`src/rtl/pc_branch_unit_if.sv`:
```
// Bundle of the fetch-control, table-write and status signals of the
// program counter / branch-target unit. The master side (fetch control)
// drives the requests; the slave side (the unit) returns pc, fault and the
// per-entry valid bits.
interface pc_branch_unit_if #(
  parameter int D = 10,
  parameter int A = 4
);
  logic             stall;
  logic             br_en;
  logic [A-1:0]     br_addr;
  logic             wr_en;
  logic [A-1:0]     wr_addr;
  logic [D-1:0]     wr_target;
  logic             wr_rel;
  logic [D-1:0]     pc;
  logic             fault;
  logic [2**A-1:0]  entry_valid;

  modport master (
    output stall, br_en, br_addr, wr_en, wr_addr, wr_target, wr_rel,
    input  pc, fault, entry_valid
  );

  modport slave (
    input  stall, br_en, br_addr, wr_en, wr_addr, wr_target, wr_rel,
    output pc, fault, entry_valid
  );
endinterface

```
`src/rtl/pc_branch_unit.sv`:
```
// Fetch program counter with a run-time programmable branch-target table.
// Each entry holds a D-bit value plus a mode bit: absolute entries give the
// jump target directly, relative entries give a two's-complement offset that
// is added to the current pc. Branching through an entry that was never
// written since reset increments the pc and raises a one-cycle fault.
module pc_branch_unit #(
  parameter int           D        = 10,
  parameter int           A        = 4,
  parameter logic [D-1:0] RESET_PC = '0
) (
  input  logic            clk,
  input  logic            reset_n,
  pc_branch_unit_if.slave bus
);
  localparam int           N   = 2**A;
  localparam logic [D-1:0] ONE = {{(D-1){1'b0}}, 1'b1};

  // Target/mode storage carries no reset; only the valid bits do.
  logic [D-1:0] target_mem [N];
  logic         rel_mem    [N];
  logic [N-1:0] valid_reg;
  logic [N-1:0] wr_onehot;

  logic [D-1:0] pc_reg,    pc_next;
  logic         fault_reg, fault_next;

  logic [D-1:0] sel_target;
  logic         sel_rel;
  logic         sel_valid;

  // One-hot decode of the write index, one bit per table entry.
  for (genvar gi = 0; gi < N; gi++) begin : g_wr_dec
    assign wr_onehot[gi] = bus.wr_en && (bus.wr_addr == A'(gi));
  end

  // Table write; suppressed while reset is asserted so a write in progress
  // during reset is discarded.
  always_ff @(posedge clk) begin
    if (bus.wr_en && reset_n) begin
      target_mem[bus.wr_addr] <= bus.wr_target;
      rel_mem[bus.wr_addr]    <= bus.wr_rel;
    end
  end

  // Lookup reads the pre-write contents; a same-cycle write lands at the edge.
  assign sel_target = target_mem[bus.br_addr];
  assign sel_rel    = rel_mem[bus.br_addr];
  assign sel_valid  = valid_reg[bus.br_addr];

  // Next-pc selection in priority order: stall, valid branch, invalid
  // branch (fault), sequential increment.
  always_comb begin
    pc_next    = pc_reg + ONE;
    fault_next = 1'b0;
    if (bus.stall) begin
      pc_next = pc_reg;
    end else if (bus.br_en) begin
      if (!sel_valid) begin
        fault_next = 1'b1;
      end else if (sel_rel) begin
        pc_next = pc_reg + sel_target;
      end else begin
        pc_next = sel_target;
      end
    end
  end

  // PC, fault and valid-bit state with asynchronous active-low reset.
  always_ff @(posedge clk or negedge reset_n) begin
    if (!reset_n) begin
      pc_reg    <= RESET_PC;
      fault_reg <= 1'b0;
      valid_reg <= '0;
    end else begin
      pc_reg    <= pc_next;
      fault_reg <= fault_next;
      valid_reg <= valid_reg | wr_onehot;
    end
  end

  assign bus.pc          = pc_reg;
  assign bus.fault       = fault_reg;
  assign bus.entry_valid = valid_reg;

  // A live lookup must use a known index.
  assert property (@(posedge clk) disable iff (!reset_n)
                   (bus.br_en && !bus.stall) |-> !$isunknown(bus.br_addr))
    else $error("pc_branch_unit: br_addr unknown during branch lookup");

endmodule

```
`src/flat_wrapper.sv`:
```
// flat-port wrapper written by rule: the top's interface ports become plain ports
module pc_branch_unit_flat 
#(
  parameter int           D        = 10,
  parameter int           A        = 4,
  parameter logic [D-1:0] RESET_PC = '0
)
  (clk, reset_n, bus_stall, bus_br_en, bus_br_addr, bus_wr_en, bus_wr_addr, bus_wr_target, bus_wr_rel, bus_pc, bus_fault, bus_entry_valid);
  pc_branch_unit_if #(.D(D), .A(A)) bus_i ();
  input  logic clk;
  input  logic reset_n;
  input wire logic [$bits(bus_i.stall)-1:0] bus_stall;
  input wire logic [$bits(bus_i.br_en)-1:0] bus_br_en;
  input wire logic [$bits(bus_i.br_addr)-1:0] bus_br_addr;
  input wire logic [$bits(bus_i.wr_en)-1:0] bus_wr_en;
  input wire logic [$bits(bus_i.wr_addr)-1:0] bus_wr_addr;
  input wire logic [$bits(bus_i.wr_target)-1:0] bus_wr_target;
  input wire logic [$bits(bus_i.wr_rel)-1:0] bus_wr_rel;
  output wire logic [$bits(bus_i.pc)-1:0] bus_pc;
  output wire logic [$bits(bus_i.fault)-1:0] bus_fault;
  output wire logic [$bits(bus_i.entry_valid)-1:0] bus_entry_valid;
  assign bus_i.stall = bus_stall;
  assign bus_i.br_en = bus_br_en;
  assign bus_i.br_addr = bus_br_addr;
  assign bus_i.wr_en = bus_wr_en;
  assign bus_i.wr_addr = bus_wr_addr;
  assign bus_i.wr_target = bus_wr_target;
  assign bus_i.wr_rel = bus_wr_rel;
  assign bus_pc = bus_i.pc;
  assign bus_fault = bus_i.fault;
  assign bus_entry_valid = bus_i.entry_valid;
  pc_branch_unit #(.D(D), .A(A), .RESET_PC(RESET_PC)) u_core (.clk(clk), .reset_n(reset_n), .bus(bus_i));
endmodule
```
`config.mk`:
```
export PLATFORM = sky130hd
export DESIGN_NAME = pc_branch_unit_flat
export DESIGN_NICKNAME = d
export VERILOG_FILES = /design/src/rtl/pc_branch_unit_if.sv /design/src/rtl/pc_branch_unit.sv /design/src/flat_wrapper.sv
export SDC_FILE = /design/constraint.sdc
export NUM_CORES = 1
export LEC_CHECK = 0
export ABC_AREA = 1
export BUFFER_PORTS_ARGS = -buffer_cell sky130_fd_sc_hd__buf_2
export CORE_ASPECT_RATIO = 0.7
export CORE_MARGIN = 4
export CORE_UTILIZATION = 45
export CTS_BUF_LIST = sky130_fd_sc_hd__clkbuf_8
export CTS_CLUSTER_DIAMETER = 100
export DETAILED_ROUTE_END_ITERATION = 6
export PLACE_DENSITY = 0.65
export RECOVER_POWER = 50
export SLEW_MARGIN = 20
export SYNTH_ARGS = -nofsm -noshare
export SYNTH_HDL_FRONTEND = slang
export SYNTH_SLANG_ARGS = --single-unit
```
`constraint.sdc`:
```
create_clock -name clk -period 6.6 [get_ports clk]
set_input_delay 0.66 -clock clk [delete_from_list [all_inputs] [get_ports clk]]
set_output_delay 0.66 -clock clk [all_outputs]
set_load 0.05 [all_outputs]
```
-- Yosys cells after proc, flatten, opt, wreduce, memory -nomap -nowiden
Memory sizes are Yosys's and may differ from the RTL's.
Index checks and enable logic that the tools add are counted.
W data, S select, Z words.
- memories: 2
- output and inout port bits: 27
- flip-flop bits (word level): 27
- bits in writable memories: 176
- bits of input ports: 24
- memory list (name ; depth ; bits a word ; rd ports ; clocked after memory_dff ; write ports ; RTL line ; RTL):
    u_core.target_mem ; 16 ; 10 ; 1 ; 0 ; 1 ; pc_branch_unit.sv:19 ; logic [D-1:0] target_mem [N];
    u_core.rel_mem ; 16 ; 1 ; 1 ; 0 ; 1 ; pc_branch_unit.sv:20 ; logic rel_mem [N];
- reduce and logical (&&, ||, !) cells: 18
- bitwise operators: 1
- muxes and demuxes: 10
- eq/ne operators: 15
- add/sub/neg operators: 2
- magnitude comparators: 1
- operators by type and width (cell ; count):
    $eq A4 B4 Y1 const B ; 8
    $mux W10 ; 3
    $logic_and A1 B1 Y1 ; 17
    $eq A4 B3 Y1 const B ; 4
    $or A16 B16 Y16 ; 1
    $add A10 B1 Y10 const B ; 1
    $add A10 B10 Y10 ; 1
    $eq A4 B2 Y1 const B ; 2
    $mux W1 ; 6
    $lt A4 B5 Y1 const B ; 1
    $bmux W1 S4 ; 1
    $eq A4 B1 Y1 const B ; 1
    $logic_not A4 Y1 ; 1

-- Longest topological paths before layout
- depth after elaboration: 5
- mapped depth: 23
- gate-level depth less buffers: 20

-- Worst setup path after synthesis
Ideal clock, no wire load.
- path kind: input to register
- start point: input bus_br_addr[0]
- end point: register u_core.pc_reg[8], in the netlist u_core.bus.pc[8]
- path slack: 3.690 ns
- arrival time: 2.792 ns
- stages on the path: 20
- setup time: 0.118 ns
- cell sequence: buf_6 -> buf_4 -> buf_4 -> nor2_1 -> nor2_1 -> o21ai_0 -> o211ai_1 -> nand3_1 -> nand2_1 -> ha_1 -> fa_1 -> nand3_1 -> nand2_1 -> nand3_1 -> nand3_1 -> xor2_1 -> nand2_1 -> nand3_1 -> nand2_1 -> nand2_1
- longest elaborated chain between the ends: 5
- elaborated cells between the ends (all ways): 8
- those cells by class: 1 x add/sub; 5 x mux; 2 x memory
- RTL lines (element ; RTL line ; RTL):
    start, declared ; flat_wrapper.sv:14 ; input wire logic [$bits(bus_i.br_addr)-1:0] bus_br_addr;
    $mem_v2 Z16 W10 ; - ;
    $add A10 B10 Y10 ; pc_branch_unit.sv:61 ; pc_next = pc_reg + sel_target;
    $mux W10 ; pc_branch_unit.sv:60 ; end else if (sel_rel) begin
    $mux W10 (*) ; pc_branch_unit.sv:58 ; if (!sel_valid) begin
    $mux W10 (*) ; pc_branch_unit.sv:57 ; end else if (bus.br_en) begin
    end signal, assigned ; pc_branch_unit.sv:75 ; pc_reg <= pc_next;
    end, declared ; pc_branch_unit.sv:24 ; logic [D-1:0] pc_reg, pc_next;
Mark *: on every way between the ends. The rest lies on a longest branch, timed or not. The select of a mux whose other input is x is not followed.
A chain may end at the register's enable or synchronous reset.

-- Worst setup path after layout
- start point: input bus_br_addr[0]
- end point: register u_core.pc_reg[9], in the netlist u_core.bus.pc[9]
The elaborated chain is that of the path after synthesis.

==> summary.txt <==
Status
  – Status: complete, but fails checks
  – Failing checks: max-capacitance violations, max-slew violations

Power and ir drop
  – Pleak: 3.75 nW
  – Max IR drop VDD: between 0.15 and 0.2 mV
  – Pwr Total: around 2.8 mW
  – Power Density: approximately 280 nW/µm²

Setup path
  – Crit path arrival time: approximately 4.0 ns
  – Req. time, crit path: between 7 and 8 ns
  – CP max stage delay: between 0.6 and 0.7 ns
  – Cell Chain, Critical Path: buf_2, inv_4, nor2_1, nor2_1, o21ai_0, o211ai_1, nand3_1, nand2_1, ha_1, nand2_1, inv_1, nand2_1, nand2_1, nand2_1, nand3_1, nand2_1, nand4_1, nand2_1, nand3_1, nand2_1, nand2_1
  – Maximum fanout along the worst path: 94
  – Most Frequent Cell on Critical Path: nand2_1
  – CP max-delay cell: buf_2
  – Worst setup SP type: input port
  – Critical path endpoint category: flip-flop
  – Critical path class: input port to flip-flop
  – CP bufs+invs: 3
  – CP top delay family: simple AND/OR/NAND/NOR gates

Final layout
  – Fillers: 1794
  – Commonest cells after routing, fill and taps aside: edfxtp_1 (176), nand2_1 (137), nor2_1 (130)
  – Area Growth Syn to Fin: 10.4%
  – Layout cells sized above 1: 11.1%
  – Final core occ: approximately half
  – Nets: a little over 900
  – Sequential cell area: 5960 µm²
  – N_diodes: 0
  – Most common cell after layout, fill and taps aside: edfxtp_1
  – Largest register FFs: 160
  – Multi-input gate area: approximately 2600 µm²
  – Top reg by flops: u_core.target_mem

Route
  – Routed Antenna Nets: 0
  – Pre-antenna DRT Iters: 5
  – DRC Markers: 0
  – WL final: 22.6 mm
  – Via density: between 5 and 6
  – DR WL/cell: between 15 and 20 µm
  – Initial drt markers: around 670
  – Routed via count: about 6400

Floorplanning
  – Cell Rows: 43
  – # IOs: between 50 and 60
  – Initial core utilization: between 40% and 50%
  – Die Height: around 130 µm
  – Die area: 22500 µm²
  – CORE AREA: around 20000 µm²
  – Die width: ~180 µm

Clock network
  – Clock Root Buffer: clkbuf_8
  – Post-CTS sizing: 0
  – Num CTS Buffers: 31
  – CTS tree: yes
  – Bufs on Longest Clock Path: 3
  – Clock Latency Late Sink: between 0.5 and 0.6 ns
  – CTS Hold Bufs: 0
  – Clock-pin slew on the worst setup and hold paths: 0.06 ns
  – CTS H-tree depth: 1
  – Post-CTS Setup Bufs: 0
  – Clock Sinks: about 200

Place
  – Setup WS pre-CTS: between 2 and 3 ns
  – GP Congestion: between 0.8 and 0.9
  – IO buf count: 50
  – Dpl hpwl: roughly 13 mm

STA
  – Worst Setup Slack, final: a little over 3 ns
  – Setup TNS Final: 0 ns
  – Final Setup Violations: 0
  – Tmin final: approximately 3.6 ns
  – RSZ-0062 raised after global routing: false
  – Worst Tran Pin Value: roughly 1.5 ns
  – Worst hold margin: 0.323 ns
  – Final hold violation count: 0
  – Period Utilization, post-route: a little over half
  – Clock skew: ~0.016 ns
  – Final slew viol count: 29
  – Achievable Freq: between 200 and 300 MHz
  – Relative slew slack: -2.59%

Job
  – # Max-Cap Violations: 1

GRT
  – Global-route wire length before repair: about 35 mm
  – Vias in the first global route: a little under 6000
  – Overall routing resource usage: 19.9%
  – Global route overflow: 0
  – Largest net degree at the start of global routing: 95
  – Initial antenna violation count: 0

Synthesis
  – Asr flop ratio synth: between 10% and 20%
  – Post-synth EDFFs: approximately 180
  – Synthesized instance count: approximately 840
  – Seq/Total Area, Yosys: between 60% and 70%
  – Synth Register Bits: roughly 200
  – Synth Cell Area: roughly 9100 µm²
  – Synth warn: 0
  – Distinct cells, synth: 30
  – Mean Syn Cell Area: between 10 and 15 µm²
  – Mapped Nets: around 880
  – Top FF cell, synth: edfxtp_1

Hold path
  – Min-Delay Path Class: input port to flip-flop
==> cells in the mapped netlist, types with 3 or more instances <==
cell,n,area (µm²)
xnor2_1,3,26.3
buf_1,3,11.3
o21ai_0,85,425
a21oi_1,20,100
o21ai_1,3,15.0
nor2_1,138,518
buf_6,7,78.8
dfrtp_1,27,676
nor3_1,4,20.0
nand4_1,3,18.8
edfxtp_1,176,5290
clkbuf_1,11,41.3
buf_2,11,55.1
o211ai_1,33,248
o221ai_1,4,35.0
ha_1,10,125
xor2_1,8,70.1
inv_1,51,191
nand2_1,137,514
buf_4,12,90.1
nand3_1,82,410
==> routing by layer <==
metal | part of all wire, % | up-vias | GRT usage [%]
li1 | - | 3038 | -
met1 | 49 | 3092 | 32.6
met2 | 40 | 268 | 26.9
met3 | 9.1 | 31 | 4.77
met4 | 1.3 | 0 | 3.91
met5 | 0 | - | 0
==> path summary, 6_finish.rpt <==
check                                          start  cells past startpoint  slack, ns                         to
max                                   bus_br_addr[0]                     21       3.04           u_core.bus.pc[9]
min reg2reg                u_core.bus.entry_valid[5]                      2       0.48  u_core.bus.entry_valid[5]
min in group asynchronous                    reset_n                      1       0.45  u_core.bus.entry_valid[4]
max reg2reg                  u_core.target_mem[2][0]                     17       4.13           u_core.bus.pc[8]
max in group asynchronous                    reset_n                      1       5.25           u_core.bus.fault
min                                        bus_br_en                      3       0.32           u_core.bus.fault
==> cell type report <==
| cell class | count | area share (%) |
|---|---|---|
| clock buffers | 31 | 4.27 |
| clock inverters | 26 | 1.14 |
| multi-input cells | 541 | 26.5 |
| inverters | 54 | 2.08 |
| flip-flops and latches | 203 | 59.6 |
| well taps | 270 | 3.38 |
| repair buffers | 60 | 3.07 |
==> through the flow <==
step,instances,cell area [µm²]
after floorplan,842,9060
after global placement,1128,9480
after detailed placement,1128,9480
after CTS,1185,10000
after global routing,1185,10000
final,1185,10000
==> kinds of logic after synthesis <==
| family | after synthesis | share of synthesized area, % |
|---|---|---|
| buffers and inverters | 98 | 5.34 |
| DFF | 203 | 65.8 |
| AOI/OAI and AO/OA | 148 | 9.34 |
| xor gates and xnor gates | 11 | 1.06 |
| adders and majority gates | 11 | 1.60 |
| and+or+nand+nor | 371 | 16.9 |
==> power by group <==
part	switching (mW)	internal, mW
Sequential	0.0394	1.43
Clock	0.492	0.441
Combinational	0.310	0.137
==> tightest hold or removal path, cell delays in order <==
cell	delay, ns
buf_2	0.11
inv_1	0.04
nor3_1	0.04
Power figures use the tool's default switching activity.
